--- config.mk ---
export PLATFORM = sky130hd
export DESIGN_NAME = pong_match_ctrl
export DESIGN_NICKNAME = d
export VERILOG_FILES = /design/src/rtl/pong_match_ctrl_pkg.sv /design/src/rtl/pong_match_ctrl_paddle_mover.sv /design/src/rtl/pong_match_ctrl.sv
export SDC_FILE = /design/constraint.sdc
export NUM_CORES = 1
export LEC_CHECK = 0
export BUFFER_PORTS_ARGS = -buffer_cell sky130_fd_sc_hd__buf_2
export CELL_PAD_IN_SITES_DETAIL_PLACEMENT = 1
export CELL_PAD_IN_SITES_GLOBAL_PLACEMENT = 1
export CORE_MARGIN = 3
export CORE_UTILIZATION = 33
export DETAILED_ROUTE_END_ITERATION = 6
export GPL_TIMING_DRIVEN = 0
export PLACE_DENSITY = 0.74
export SETUP_SLACK_MARGIN = 0.05
export SLEW_MARGIN = 20
export SYNTH_ARGS = -nofsm -noshare
export SYNTH_HDL_FRONTEND = slang
export SYNTH_SLANG_ARGS = --single-unit
--- constraint.sdc ---
create_clock -name vga_clk -period 3.2 [get_ports vga_clk]
set_clock_uncertainty 0.1 [all_clocks]
set_input_delay 0.16 -clock vga_clk [delete_from_list [all_inputs] [get_ports vga_clk]]
set_output_delay 0.16 -clock vga_clk [all_outputs]
set_load 0.01 [all_outputs]
--- src/rtl/pong_match_ctrl_pkg.sv ---
// Shared types, widths and playfield defaults for the Pong match sequencer.
// Also holds the saturating velocity step used by the speed-up logic.
package pong_match_ctrl_pkg;

    typedef enum logic [2:0] {
        ST_IDLE  = 3'd0,
        ST_SERVE = 3'd1,
        ST_PLAY  = 3'd2,
        ST_POINT = 3'd3,
        ST_OVER  = 3'd4
    } state_e;

    localparam int unsigned COORD_W = 10;
    localparam int unsigned VEL_W   = 4;
    localparam int unsigned SCORE_W = 4;
    localparam int unsigned CNT_W   = 8;

    localparam int unsigned Y_CEIL_DEF        = 5;
    localparam int unsigned Y_FLOOR_DEF       = 475;
    localparam int unsigned X_LWALL_DEF       = 5;
    localparam int unsigned X_RWALL_DEF       = 635;
    localparam int unsigned BALL_W_DEF        = 10;
    localparam int unsigned PADDLE_H_DEF      = 100;
    localparam int unsigned PADDLE_STEP_DEF   = 4;
    localparam int unsigned PADDLE_Y_INIT_DEF = 190;

    function automatic logic [VEL_W-1:0] vel_step(input logic [VEL_W-1:0] v,
                                                  input logic [VEL_W-1:0] vmax);
        logic [VEL_W-1:0] r;
        if (v >= vmax) begin
            r = vmax;
        end else begin
            r = v + 4'd1;
        end
        return r;
    endfunction

endpackage

--- src/rtl/pong_match_ctrl_paddle_mover.sv ---
// One paddle: steps up/down on enabled ticks with saturation at both limits,
// and snaps back to the centre position when recentre is asserted.
module paddle_mover
    import pong_match_ctrl_pkg::*;
#(
    parameter int unsigned STEP = PADDLE_STEP_DEF,
    parameter int unsigned MIN  = Y_CEIL_DEF,
    parameter int unsigned MAX  = Y_FLOOR_DEF - PADDLE_H_DEF,
    parameter int unsigned INIT = PADDLE_Y_INIT_DEF
) (
    input  logic               vga_clk,
    input  logic               reset,
    input  logic               enable_i,
    input  logic               up_i,
    input  logic               down_i,
    input  logic               recentre_i,
    output logic [COORD_W-1:0] y_o
);

    localparam logic [COORD_W-1:0] STEP_C = 10'(STEP);
    localparam logic [COORD_W-1:0] MIN_C  = 10'(MIN);
    localparam logic [COORD_W-1:0] MAX_C  = 10'(MAX);
    localparam logic [COORD_W-1:0] INIT_C = 10'(INIT);

    logic [COORD_W-1:0] y_q;
    logic [COORD_W-1:0] y_d;

    // Next paddle position: recentre wins, opposing buttons cancel out.
    always_comb begin
        y_d = y_q;
        if (recentre_i) begin
            y_d = INIT_C;
        end else if (enable_i && up_i && !down_i) begin
            y_d = (y_q < MIN_C + STEP_C) ? MIN_C : (y_q - STEP_C);
        end else if (enable_i && down_i && !up_i) begin
            y_d = (y_q > MAX_C - STEP_C) ? MAX_C : (y_q + STEP_C);
        end else begin
            y_d = y_q;
        end
    end

    // Paddle position register.
    always_ff @(posedge vga_clk or posedge reset) begin
        if (reset) begin
            y_q <= INIT_C;
        end else begin
            y_q <= y_d;
        end
    end

    assign y_o = y_q;

endmodule

--- src/rtl/pong_match_ctrl.sv ---
// Pong match sequencer: serve/play/point/over flow, tick counter, scores,
// ball speed and paddle control, all advanced by game_tick pulses.
module pong_match_ctrl
    import pong_match_ctrl_pkg::*;
#(
    parameter int unsigned Y_CEIL        = Y_CEIL_DEF,
    parameter int unsigned Y_FLOOR       = Y_FLOOR_DEF,
    parameter int unsigned X_LWALL       = X_LWALL_DEF,
    parameter int unsigned X_RWALL       = X_RWALL_DEF,
    parameter int unsigned BALL_W        = BALL_W_DEF,
    parameter int unsigned PADDLE_H      = PADDLE_H_DEF,
    parameter int unsigned PADDLE_STEP   = PADDLE_STEP_DEF,
    parameter int unsigned PADDLE_Y_INIT = PADDLE_Y_INIT_DEF,
    parameter int unsigned WIN_SCORE     = 7,
    parameter int unsigned SERVE_TICKS   = 30,
    parameter int unsigned POINT_TICKS   = 60,
    parameter int unsigned SPEEDUP_TICKS = 120,
    parameter int unsigned BASE_VEL      = 2,
    parameter int unsigned MAX_VEL       = 8
) (
    input  logic               vga_clk,
    input  logic               reset,
    input  logic               game_tick,
    input  logic               btn_start,
    input  logic               btn_a_up,
    input  logic               btn_a_dn,
    input  logic               btn_b_up,
    input  logic               btn_b_dn,
    input  logic [COORD_W-1:0] x_ball,
    output logic [COORD_W-1:0] y_paddleA,
    output logic [COORD_W-1:0] y_paddleB,
    output logic               ball_reset,
    output logic [VEL_W-1:0]   x_ball_vel,
    output logic [VEL_W-1:0]   y_ball_vel,
    output logic               serve_dir,
    output logic [SCORE_W-1:0] score_a,
    output logic [SCORE_W-1:0] score_b,
    output logic               game_over,
    output logic               winner
);

    localparam logic [COORD_W-1:0] X_LWALL_C = 10'(X_LWALL);
    localparam logic [COORD_W:0]   X_RWALL_C = 11'(X_RWALL);
    localparam logic [COORD_W:0]   BALL_W_C  = 11'(BALL_W);
    localparam logic [CNT_W-1:0]   SERVE_C   = 8'(SERVE_TICKS);
    localparam logic [CNT_W-1:0]   POINT_C   = 8'(POINT_TICKS);
    localparam logic [CNT_W-1:0]   SPEEDUP_C = 8'(SPEEDUP_TICKS);
    localparam logic [VEL_W-1:0]   BASE_C    = 4'(BASE_VEL);
    localparam logic [VEL_W-1:0]   MAX_C     = 4'(MAX_VEL);
    localparam logic [SCORE_W-1:0] WIN_C     = 4'(WIN_SCORE);

    state_e             state_q, state_d;
    logic [CNT_W-1:0]   cnt_q, cnt_d, cnt_inc_s;
    logic [VEL_W-1:0]   vel_q, vel_d;
    logic [SCORE_W-1:0] score_a_q, score_a_d, score_b_q, score_b_d;
    logic               serve_dir_q, serve_dir_d;
    logic               winner_q, winner_d;
    logic               ball_reset_q, ball_reset_d;
    logic               game_over_q, game_over_d;
    logic               btn_start_q;
    logic               start_rise_s;
    logic               goal_l_s, goal_r_s;
    logic [COORD_W:0]   x_right_s;
    logic               paddle_en_s;
    logic               recentre_s;

    assign start_rise_s = btn_start & ~btn_start_q;
    assign cnt_inc_s    = cnt_q + 8'd1;
    assign x_right_s    = {1'b0, x_ball} + BALL_W_C;
    assign goal_l_s     = (x_ball <= X_LWALL_C);
    assign goal_r_s     = (x_right_s >= X_RWALL_C);

    // State, tick counter and start-button history.
    always_ff @(posedge vga_clk or posedge reset) begin
        if (reset) begin
            state_q     <= ST_IDLE;
            cnt_q       <= 8'd0;
            btn_start_q <= 1'b0;
        end else begin
            state_q     <= state_d;
            cnt_q       <= cnt_d;
            btn_start_q <= btn_start;
        end
    end

    // Next state plus counter, score, speed and serve-direction updates.
    always_comb begin
        state_d     = state_q;
        cnt_d       = cnt_q;
        vel_d       = vel_q;
        score_a_d   = score_a_q;
        score_b_d   = score_b_q;
        serve_dir_d = serve_dir_q;
        winner_d    = winner_q;
        recentre_s  = 1'b0;
        case (state_q)
            ST_IDLE: begin
                score_a_d   = 4'd0;
                score_b_d   = 4'd0;
                serve_dir_d = 1'b0;
                if (start_rise_s) begin
                    state_d = ST_SERVE;
                    cnt_d   = 8'd0;
                end else begin
                    state_d = ST_IDLE;
                end
            end
            ST_SERVE: begin
                if (game_tick) begin
                    if (cnt_inc_s == SERVE_C) begin
                        state_d = ST_PLAY;
                        vel_d   = BASE_C;
                        cnt_d   = 8'd0;
                    end else begin
                        cnt_d = cnt_inc_s;
                    end
                end else begin
                    cnt_d = cnt_q;
                end
            end
            ST_PLAY: begin
                if (game_tick) begin
                    // The left goal line is tested first when both could fire.
                    if (goal_l_s) begin
                        score_b_d   = score_b_q + 4'd1;
                        serve_dir_d = 1'b1;
                        state_d     = ST_POINT;
                        cnt_d       = 8'd0;
                    end else if (goal_r_s) begin
                        score_a_d   = score_a_q + 4'd1;
                        serve_dir_d = 1'b0;
                        state_d     = ST_POINT;
                        cnt_d       = 8'd0;
                    end else if (cnt_inc_s == SPEEDUP_C) begin
                        vel_d = vel_step(vel_q, MAX_C);
                        cnt_d = 8'd0;
                    end else begin
                        cnt_d = cnt_inc_s;
                    end
                end else begin
                    cnt_d = cnt_q;
                end
            end
            ST_POINT: begin
                if ((score_a_q == WIN_C) || (score_b_q == WIN_C)) begin
                    state_d  = ST_OVER;
                    winner_d = (score_b_q == WIN_C);
                    cnt_d    = 8'd0;
                end else if (game_tick) begin
                    if (cnt_inc_s == POINT_C) begin
                        state_d    = ST_SERVE;
                        recentre_s = 1'b1;
                        cnt_d      = 8'd0;
                    end else begin
                        cnt_d = cnt_inc_s;
                    end
                end else begin
                    cnt_d = cnt_q;
                end
            end
            ST_OVER: begin
                if (start_rise_s) begin
                    score_a_d   = 4'd0;
                    score_b_d   = 4'd0;
                    serve_dir_d = 1'b0;
                    state_d     = ST_SERVE;
                    recentre_s  = 1'b1;
                    cnt_d       = 8'd0;
                end else begin
                    state_d = ST_OVER;
                end
            end
            default: begin
                state_d = ST_IDLE;
                cnt_d   = 8'd0;
            end
        endcase
    end

    // Output decode from the upcoming state so the flags change with the state.
    always_comb begin
        ball_reset_d = (state_d != ST_PLAY);
        game_over_d  = (state_d == ST_OVER);
        paddle_en_s  = game_tick && ((state_q == ST_SERVE) || (state_q == ST_PLAY));
    end

    // Match datapath registers.
    always_ff @(posedge vga_clk or posedge reset) begin
        if (reset) begin
            vel_q       <= 4'd0;
            score_a_q   <= 4'd0;
            score_b_q   <= 4'd0;
            serve_dir_q <= 1'b0;
            winner_q    <= 1'b0;
        end else begin
            vel_q       <= vel_d;
            score_a_q   <= score_a_d;
            score_b_q   <= score_b_d;
            serve_dir_q <= serve_dir_d;
            winner_q    <= winner_d;
        end
    end

    // Registered status flags.
    always_ff @(posedge vga_clk or posedge reset) begin
        if (reset) begin
            ball_reset_q <= 1'b1;
            game_over_q  <= 1'b0;
        end else begin
            ball_reset_q <= ball_reset_d;
            game_over_q  <= game_over_d;
        end
    end

    paddle_mover #(
        .STEP (PADDLE_STEP),
        .MIN  (Y_CEIL),
        .MAX  (Y_FLOOR - PADDLE_H),
        .INIT (PADDLE_Y_INIT)
    ) u_paddle_a (
        .vga_clk    (vga_clk),
        .reset      (reset),
        .enable_i   (paddle_en_s),
        .up_i       (btn_a_up),
        .down_i     (btn_a_dn),
        .recentre_i (recentre_s),
        .y_o        (y_paddleA)
    );

    paddle_mover #(
        .STEP (PADDLE_STEP),
        .MIN  (Y_CEIL),
        .MAX  (Y_FLOOR - PADDLE_H),
        .INIT (PADDLE_Y_INIT)
    ) u_paddle_b (
        .vga_clk    (vga_clk),
        .reset      (reset),
        .enable_i   (paddle_en_s),
        .up_i       (btn_b_up),
        .down_i     (btn_b_dn),
        .recentre_i (recentre_s),
        .y_o        (y_paddleB)
    );

    assign ball_reset = ball_reset_q;
    assign x_ball_vel = vel_q;
    assign y_ball_vel = vel_q;
    assign serve_dir  = serve_dir_q;
    assign score_a    = score_a_q;
    assign score_b    = score_b_q;
    assign game_over  = game_over_q;
    assign winner     = winner_q;

endmodule
==> results of run 1 <==
tightest hold or removal path: stages:
cell	delay, ns
buf_2	0.16
o211ai_1	0.10
o211ai_1	0.11
what timing repair did:
item	CTS	global route
hold endpoints to repair	21	0
hold buffers	2	0
resized for setup	0	0
per-layer routing:
layer	global-route usage (%)	up-vias
li1	-	1750
met1	21.6	1768
met2	29.5	80
met3	2.63	6
met4	3.61	0
met5	0	-
power by group:
part | switching (mW) | leakage (nW) | internal, mW
Clock | 0.223 | 0.0558 | 0.232
Sequential | 0.222 | 0.586 | 0.783
Combinational | 0.691 | 1.24 | 0.450
metrics by stage:
stage                     instance area [sq um]  std cells
final                                      4220        644
after global routing                       4220        644
after CTS                                  4210        644
after detailed placement                   4080        634
after global placement                     4060        633
after floorplan                            3600        440
worst max-delay path by stage:
stage                                  start                            end  slack (ns)
6_report                cnt_q[0]$_DFFE_PP0P_  u_paddle_b.y_o[4]$_DFFE_PP1P_        0.52
5_1_grt                 cnt_q[0]$_DFFE_PP0P_  u_paddle_b.y_o[4]$_DFFE_PP1P_        0.27
4_1_cts               score_b[0]$_DFFE_PP0P_           cnt_q[2]$_DFFE_PP0P_        0.29
3_5_place_dp          score_b[0]$_DFFE_PP0P_           cnt_q[2]$_DFFE_PP0P_        0.33
3_3_place_gp          score_b[0]$_DFFE_PP0P_           cnt_q[2]$_DFFE_PP0P_        0.46
2_1_floorplan  u_paddle_a.y_o[2]$_DFFE_PP1P_  u_paddle_a.y_o[7]$_DFFE_PP1P_        0.94
sequential cells by signal, summed over array words and instances, names as in the netlist:
name and flops:
u_paddle_b.y_o 10, score_a 4, cnt_q 8, winner 1, u_paddle_a.y_o 10, btn_start_q 1, serve_dir 1, ball_reset 1
score_b 4, x_ball_vel 4, game_over 1, state_q 3
final cells by class:
| cell class | count | area (sq um) |
|---|---|---|
| fillers | 1308 | 6250 |
| flip-flops and latches | 48 | 1220 |
| plain buffers | 15 | 81.3 |
| inverters | 22 | 82.6 |
| repair buffers | 60 | 325 |
| clock buffers | 5 | 68.8 |
| well taps | 136 | 170 |
| multi-input cells | 355 | 2230 |
| clock inverters | 3 | 42.5 |
Yosys cell counts (all sizes together), types with 4 or more instances:
cell type	instances	share of area, %
a211oi	4	0.97
a21o	7	1.5
a21oi	24	3.4
a221o	4	1.1
a311oi	4	0.97
a31oi	15	2.6
and3	9	1.6
buf	8	1.5
clkbuf	7	0.73
dfrtp	35	24
dfstp	13	9.5
ha	16	5.6
inv	22	2.3
nand2	49	5.1
nand2b	15	2.6
nand3	22	3.3
nand3b	4	1.2
nand4	5	0.87
nor2	45	4.7
nor2b	5	0.87
nor3	14	2.1
o211ai	8	1.7
o21ai	33	4.7
o22ai	6	1.0
or3	6	1.0
xor2	9	2.2
cell families after synthesis:
family | Yosys count | share of synthesized area [%]
mux | 2 | 0.625
xor+xnor | 12 | 2.92
flops | 48 | 33.8
compound gates | 135 | 25.9
buf+inv | 37 | 4.55
fa+ha+maj | 16 | 5.55
simple gates | 190 | 26.7
==> flow_summary.toml, run 1 <==
[routing]
drc = 0
drtPass1Iterations = 4
wl_per_cell_um = 16.2
route.met2.wl_um = 5140
drt_wl_total_um = 10500
dr.max_layer_used = "met4"
wl_met1_um = 4750
antenna_left = 0
drtIter0Drc = 163
vias = 3604
viasPerCell = 5.60
route.met3.wl_um = 477

[min_path]
whs_path_depth = 3
hp-start = "game_tick"
min_to = "state_q[0]$_DFF_PP0_"
hold_path.class = "input pin to register"

[sta]
worstMarginPinSlew_ns = 0.789
timing.hold.ws_ns = 0.191
final.min_clock_period_ns = 2.68
setup_viol = 0
report.final.slew_viol_count = 0
max_freq_mhz = 373
rsz0062_at_grt = "false"
fin_ws_ns = 0.520
final_hold_viol_count = 0
fin_crit_sh_pct = 83.7
fin_setup_tns_ns = 0
slew_headroom_pct = 47.1

[worst_setup_path]
crit_path_end_kind = "register"
crit_path_frequent_cell = "nand2_1"
startpoint_type = "register"
crit_family = "compound AO/OA/AOI/OAI gates"
worstSetupPathType = "register to register"
cp.depth = 8
worstReg2RegStart = "cnt_q[0]$_DFFE_PP0P_"
r2r_setup_slack_ns = 0.52
slowest_stage = "o41a_1"
cp_cell_sequence = "ha_1, nand2_1, nor3b_1, inv_1, o41a_1, nand2_1, nor2_1, a311oi_1"
reg2regPathDepth = 8
r2r_end = "u_paddle_b.y_o[4]$_DFFE_PP1P_"
max_stage_delay_ns = 0.56
critPathArrivalTime_ns = 2.80
crit_fanout = 9
cp_num_buf_inv = 1
crit_required_ns = 3.32

[power_and_ir_drop]
ir_drop_mv = 0.222
total_power_mw = 2.60
p_leak_nw = 1.88
power_density_mw_per_mm2 = 617

[outcome]
status = "finished, final reports clean"

[cells_and_area]
syn2layout_area_growth_pct = 17.0
final_layout_size_suffix_gt1_share_pct = 20.1
layout_commonest_cell = "buf_2"
nets = 541
antenna-diode-count = 0
final_cell_mix = "59 x buf_2, 49 x nand2_1, 45 x nor2_1, 35 x dfrtp_1, 23 x a21oi_1"
final_core_util_pct = 40.3

[clocking]
h-tree-depth = 2
cts_buffer_depth = 2
cts.clk_slew.worst_paths_ns = 0.10
postCtsSetupBuffers = 0
cts_sinks = 48
clockRootBuffer = "clkbuf_8"
cts_tree = "done"
cts_made_buffers = 5
clk-insertion-delay-late_ns = 0.30

[floorplanning]
dieArea_sq_mm = 0.0122
ios = 58
chipHeight_um = 111
die_w_um = 111
initial_utilization_pct = 34.5
core_area_sq_mm = 0.0105
rows = 37

[synth]
syn_avg_cell_area_sq_um = 8.19
seq_area_frac_synth_pct = 33.8
synth-edff-count = 0
async_flop_share_pct = 100
synth_cells = 440
synth_area_sq_mm = 0.00360
synth_ff_type = "dfrtp_1"
syn_nets = 474
yosysWarnings = 0
synth.distinct_cells = 64
synth-seq-cells = 48

[placement]
dp_slack_ns = 0.329
dpl.hpwl_um = 8080
portBuffers = 57
place_congestion = 0.860

[run]
drv_cap = 0

[global_route]
overflow = 0
antenna_found_initial = 0
grt_pass1_vias = 3646
grt_usage_pct = 16.7
grt_max_degree = 26
grt_pass1_wl_um = 17600
Note: power is estimated with default switching activity, not from simulation.
==> run 2, diff against run 1 <==
clock period = 2.7 ns   (was 3.2 ns; I/O delays follow)
==> flow_summary.toml, run 2 (synthesis results as in run 1) <==
[cells_and_area]
layout_commonest_cell = "buf_2"
antenna-diode-count = 0
finalInstanceArea_sq_mm = 0.00430
final_layout_size_suffix_gt1_share_pct = 22.0
nets = 546
multi_input_area_sq_mm = 0.00227
seqCellArea_sq_mm = 0.00122
final_core_util_pct = 41.1
final_cell_mix = "59 x buf_2, 48 x nand2_1, 44 x nor2_1, 35 x dfrtp_1, 23 x a21oi_1"
fillers = 1302
syn2layout_area_growth_pct = 19.2

[placement]
place_congestion = 0.860
dpl.hpwl_um = 8080
placed_cell_area_sq_mm = 0.00408
dp_slack_ns = -0.171
portBuffers = 57

[clocking]
h-tree-depth = 2
cts.clk_slew.worst_paths_ns = 0.10
cts_sinks = 48
clk-insertion-delay-late_ns = 0.31
cts_made_buffers = 5
clockRootBuffer = "clkbuf_8"
cts_tree = "done"
cts_buffer_depth = 2

[power_and_ir_drop]
swShare_pct = 43.7
pwr-share-clk_pct = 17.3
p_leak_nw = 1.91
switchingPower_mw = 1.37
comb_power_share_pct = 45.3
ir_drop_mv = 0.264
seqPwrFrac_pct = 37.3
total_power_mw = 3.13
power_density_mw_per_mm2 = 728
p_int_mw = 1.76

[worst_setup_path]
critPathArrivalTime_ns = 2.62
startpoint_type = "register"
startpoint = "cnt_q[0]$_DFFE_PP0P_"
crit_required_ns = 2.82
worstReg2RegStart = "cnt_q[0]$_DFFE_PP0P_"
crit_fanout = 7
crit_family = "compound AO/OA/AOI/OAI gates"
cp_cell_sequence = "ha_2, nand3_1, xor2_1, nand3b_4, o41a_1, nand2_1, nor2_1, a311oi_1"
slowest_stage = "o41a_1"
max_stage_delay_ns = 0.55
crit_path_end_kind = "register"
cp_num_buf_inv = 0
worstSetupPathType = "register to register"

[floorplanning]
chipHeight_um = 111
ios = 58
rows = 37
initial_utilization_pct = 34.5
die_w_um = 111
core_area_sq_mm = 0.0105
dieArea_sq_mm = 0.0122

[routing]
dr.max_layer_used = "met4"
viasPerCell = 5.60
drtIter0Drc = 183
vias = 3636
drt_wl_total_um = 10700
route.met3.wl_um = 444
route.met2.wl_um = 5300
wl_per_cell_um = 16.5
drtPass1Iterations = 4
drc = 0
antenna_left = 0
wl_met1_um = 4860

[sta]
worstMarginPinSlew_ns = 0.785
setup_viol = 0
slew_headroom_pct = 47.3
report.final.slew_viol_count = 0
fin_crit_sh_pct = 92.5
rsz0062_at_grt = "false"
max_freq_mhz = 400
fin_ws_ns = 0.203
final.min_clock_period_ns = 2.50
final_hold_viol_count = 0

[global_route]
antenna_found_initial = 0
grt_pass1_vias = 3654
grt_pass1_wl_um = 17600
grt_usage_pct = 16.8
overflow = 0
grt_max_degree = 26

[min_path]
hp-start = "game_tick"
hold_path.class = "input pin to register"

[outcome]
status = "finished, final reports clean"

[run]
drv_cap = 0
## run 2: cell types whose count changed in the layout (fill, tap and decap cells not counted), sizes merged
cell  change
buf       +5
## run 2: worst paths after layout
path	endpoint	slack, ns	cells after the start
worst max-delay path	u_paddle_b.y_o[4]$_DFFE_PP1P_	0.20	8
worst min-delay path	state_q[0]$_DFF_PP0_	0.17	3
worst max register to register	u_paddle_b.y_o[4]$_DFFE_PP1P_	0.20	8
worst min register to register	u_paddle_a.y_o[2]$_DFFE_PP1P_	0.44	2
max in group asynchronous	u_paddle_a.y_o[4]$_DFFE_PP1P_	1.51	4
min in group asynchronous	u_paddle_b.y_o[6]$_DFFE_PP0P_	0.36	3
## run 2: final cells by class
type | instances | share of cell area, %
plain buffers | 15 | 1.89
clock buffers | 5 | 1.60
clock inverters | 3 | 0.990
inverters | 22 | 1.92
multi-input cells | 355 | 52.9
flip-flops and latches | 48 | 28.3
well taps | 136 | 3.96
repair buffers | 65 | 8.44
## run 2: stage by stage
step	TNS, ns	hold slack, ns	cells
floorplan	0	0.0664	440
global placement	-0.0444	0.173	633
detailed placement	-0.171	0.152	634
CTS	0	0.146	644
global route	0	0.162	649
finish	0	0.167	649
## run 2: power by group through the flow
stage,registers [mW],logic [mW],clock network [mW]
6_report,1.17,1.42,0.542
3_3_place_gp,1.19,1.29,0
4_1_cts,1.19,1.36,0.564
2_1_floorplan,1.19,0.894,0
3_5_place_dp,1.20,1.34,0
5_1_grt,1.20,1.59,0.596
## run 2: tightest hold or removal path: cells and delay by family
| family | cells | cell delay [ns] |
|---|---|---|
| buffers and inverters | 1 | 0.15 |
| AOI/OAI and AO/OA | 2 | 0.21 |
## run 2: repair_timing
action | 4_1_cts | 5_1_grt
buffers inserted | 0 | 5
pin swaps | 1 | 2
endpoints found under the hold margin | 21 | 0
setup endpoints to repair | 7 | 16
hold buffers | 2 | 0
gates resized for setup | 3 | 8
## run 2: per-layer routing
layer  vias up  GRT usage (%)
met1      1790           21.7
met2        79           29.5
met3         8           2.63
met5         -              0
met4         0           3.61
li1       1759              -
==> run 3, diff against run 2 <==
PLACE_DENSITY = 0.63   (was 0.74)
==> flow_summary.toml, run 3 (synthesis results as in run 1) <==
[power_and_ir_drop]
power_density_mw_per_mm2 = 727
p_leak_nw = 1.88
total_power_mw = 3.09
ir_drop_mv = 0.285

[worst_setup_path]
crit_family = "compound AO/OA/AOI/OAI gates"
startpoint = "u_paddle_a.y_o[2]$_DFFE_PP1P_"
cp_num_buf_inv = 2
crit_fanout = 9
startpoint_type = "register"
reg2regPathDepth = 8
cp.depth = 8
critPathArrivalTime_ns = 2.67
worstReg2RegStart = "u_paddle_a.y_o[2]$_DFFE_PP1P_"
slowest_stage = "dfstp_2"
max_stage_delay_ns = 0.64
worstSetupPathType = "register to register"
cp_cell_sequence = "inv_1, ha_1, o21ai_0, nand4_1, nand2_2, inv_1, a221o_1, a221o_1"
crit_required_ns = 2.83
crit_path_end_kind = "register"

[clocking]
cts.clk_slew.worst_paths_ns = 0.10
cts_tree = "done"
h-tree-depth = 2
clockRootBuffer = "clkbuf_8"
clk-insertion-delay-late_ns = 0.30
cts_buffer_depth = 2
cts_sinks = 48
cts_made_buffers = 5

[routing]
drtIter0Drc = 148
vias = 3551
viasPerCell = 5.50
drt_wl_total_um = 10800
drtPass1Iterations = 4
antenna_left = 0
drc = 0
wl_per_cell_um = 16.7

[min_path]
whs_path_depth = 3
hp-start = "game_tick"
hold_path.class = "input pin to register"

[floorplanning]
chipHeight_um = 111
ios = 58
dieArea_sq_mm = 0.0122
initial_utilization_pct = 34.5
core_area_sq_mm = 0.0105
die_w_um = 111
rows = 37

[placement]
dpl.hpwl_um = 8080
dp_slack_ns = -0.0899
portBuffers = 57
place_congestion = 0.807
placed_cell_area_sq_mm = 0.00406

[global_route]
grt_max_degree = 49
grt_pass1_wl_um = 18300
grt_pass1_vias = 3639
grt_usage_pct = 17.5
overflow = 0
antenna_found_initial = 0

[cells_and_area]
final_layout_size_suffix_gt1_share_pct = 21.6
final_cell_mix = "59 x buf_2, 48 x nand2_1, 44 x nor2_1, 34 x dfrtp_1, 23 x a21oi_1"
finalInstanceArea_sq_mm = 0.00424
antenna-diode-count = 0
fillers = 1305
layout_commonest_cell = "buf_2"
seqCellArea_sq_mm = 0.00122
final_core_util_pct = 40.6
multi_input_area_sq_mm = 0.00225
syn2layout_area_growth_pct = 17.7
nets = 543

[sta]
max_freq_mhz = 394
rsz0062_at_grt = "false"
timing.hold.ws_ns = 0.122
final_hold_viol_count = 0
slew_headroom_pct = 48.6
report.final.slew_viol_count = 0
final.min_clock_period_ns = 2.54
worstMarginPinSlew_ns = 0.767
setup_viol = 0
fin_crit_sh_pct = 94.1
fin_ws_ns = 0.159

[outcome]
status = "finished, final reports clean"

[run]
drv_cap = 0
-- run 3: changes by cell type in the layout (fill, tap and decap cells not counted), sizes merged --
cell    delta
buf        -3
clkinv     -2
clkbuf     +2
-- run 3: final cells by class --
| type | count | area share (%) |
|---|---|---|
| Buffer | 15 | 1.92 |
| Clock buffer | 7 | 1.80 |
| Clock inverter | 1 | 0.708 |
| Inverter | 22 | 2.00 |
| Multi-Input combinational cell | 355 | 53.1 |
| Sequential cell | 48 | 28.7 |
| Tap cell | 136 | 4.01 |
| Timing Repair Buffer | 62 | 7.72 |
-- run 3: repair_timing --
item / CTS / global route
endpoints found under the setup margin: 8 / 15
pin swaps: 1 / 1
hold endpoints to repair: 36 / 0
setup buffers: 2 / 1
resized for setup: 3 / 7
hold buffers: 2 / 0
-- run 3: metrics by stage --
stage | TNS (ns) | cells
after floorplan | 0 | 440
after global placement | -0.149 | 633
after detailed placement | -0.264 | 633
after CTS | 0 | 645
after global routing | 0 | 646
final | 0 | 646
-- run 3: layer usage --
layer	global-route usage, %	part of all wire, %	wire (um)
met5	0	0	0
met4	2.96	0.80	86
met3	2.52	2.8	306
met2	30.0	50	5340
met1	23.6	47	5030
-- run 3: power by group --
| group | switching, mW | total [mW] | internal (mW) |
|---|---|---|---|
| clock | 0.266 | 0.544 | 0.278 |
| sequential | 0.261 | 1.19 | 0.929 |
| combinational | 0.818 | 1.35 | 0.533 |
| total | 1.34 | 3.09 | 1.74 |
-- run 3: worst paths after layout --
check                                                 to  slack (ns)
setup / recovery           u_paddle_a.y_o[7]$_DFFE_PP1P_        0.16
hold / removal                      state_q[0]$_DFF_PP0_        0.12
setup reg to reg           u_paddle_a.y_o[7]$_DFFE_PP1P_        0.16
hold reg to reg                    serve_dir$_DFFE_PP0P_        0.45
max in group asynchronous           cnt_q[0]$_DFFE_PP0P_        1.67
min in group asynchronous  u_paddle_b.y_o[6]$_DFFE_PP0P_        0.36
-- run 3: tightest hold or removal path: cells and delay by family --
family                 cells  cell delay [ns]
AOI/OAI and AO/OA          2             0.20
buffers and inverters      1             0.15
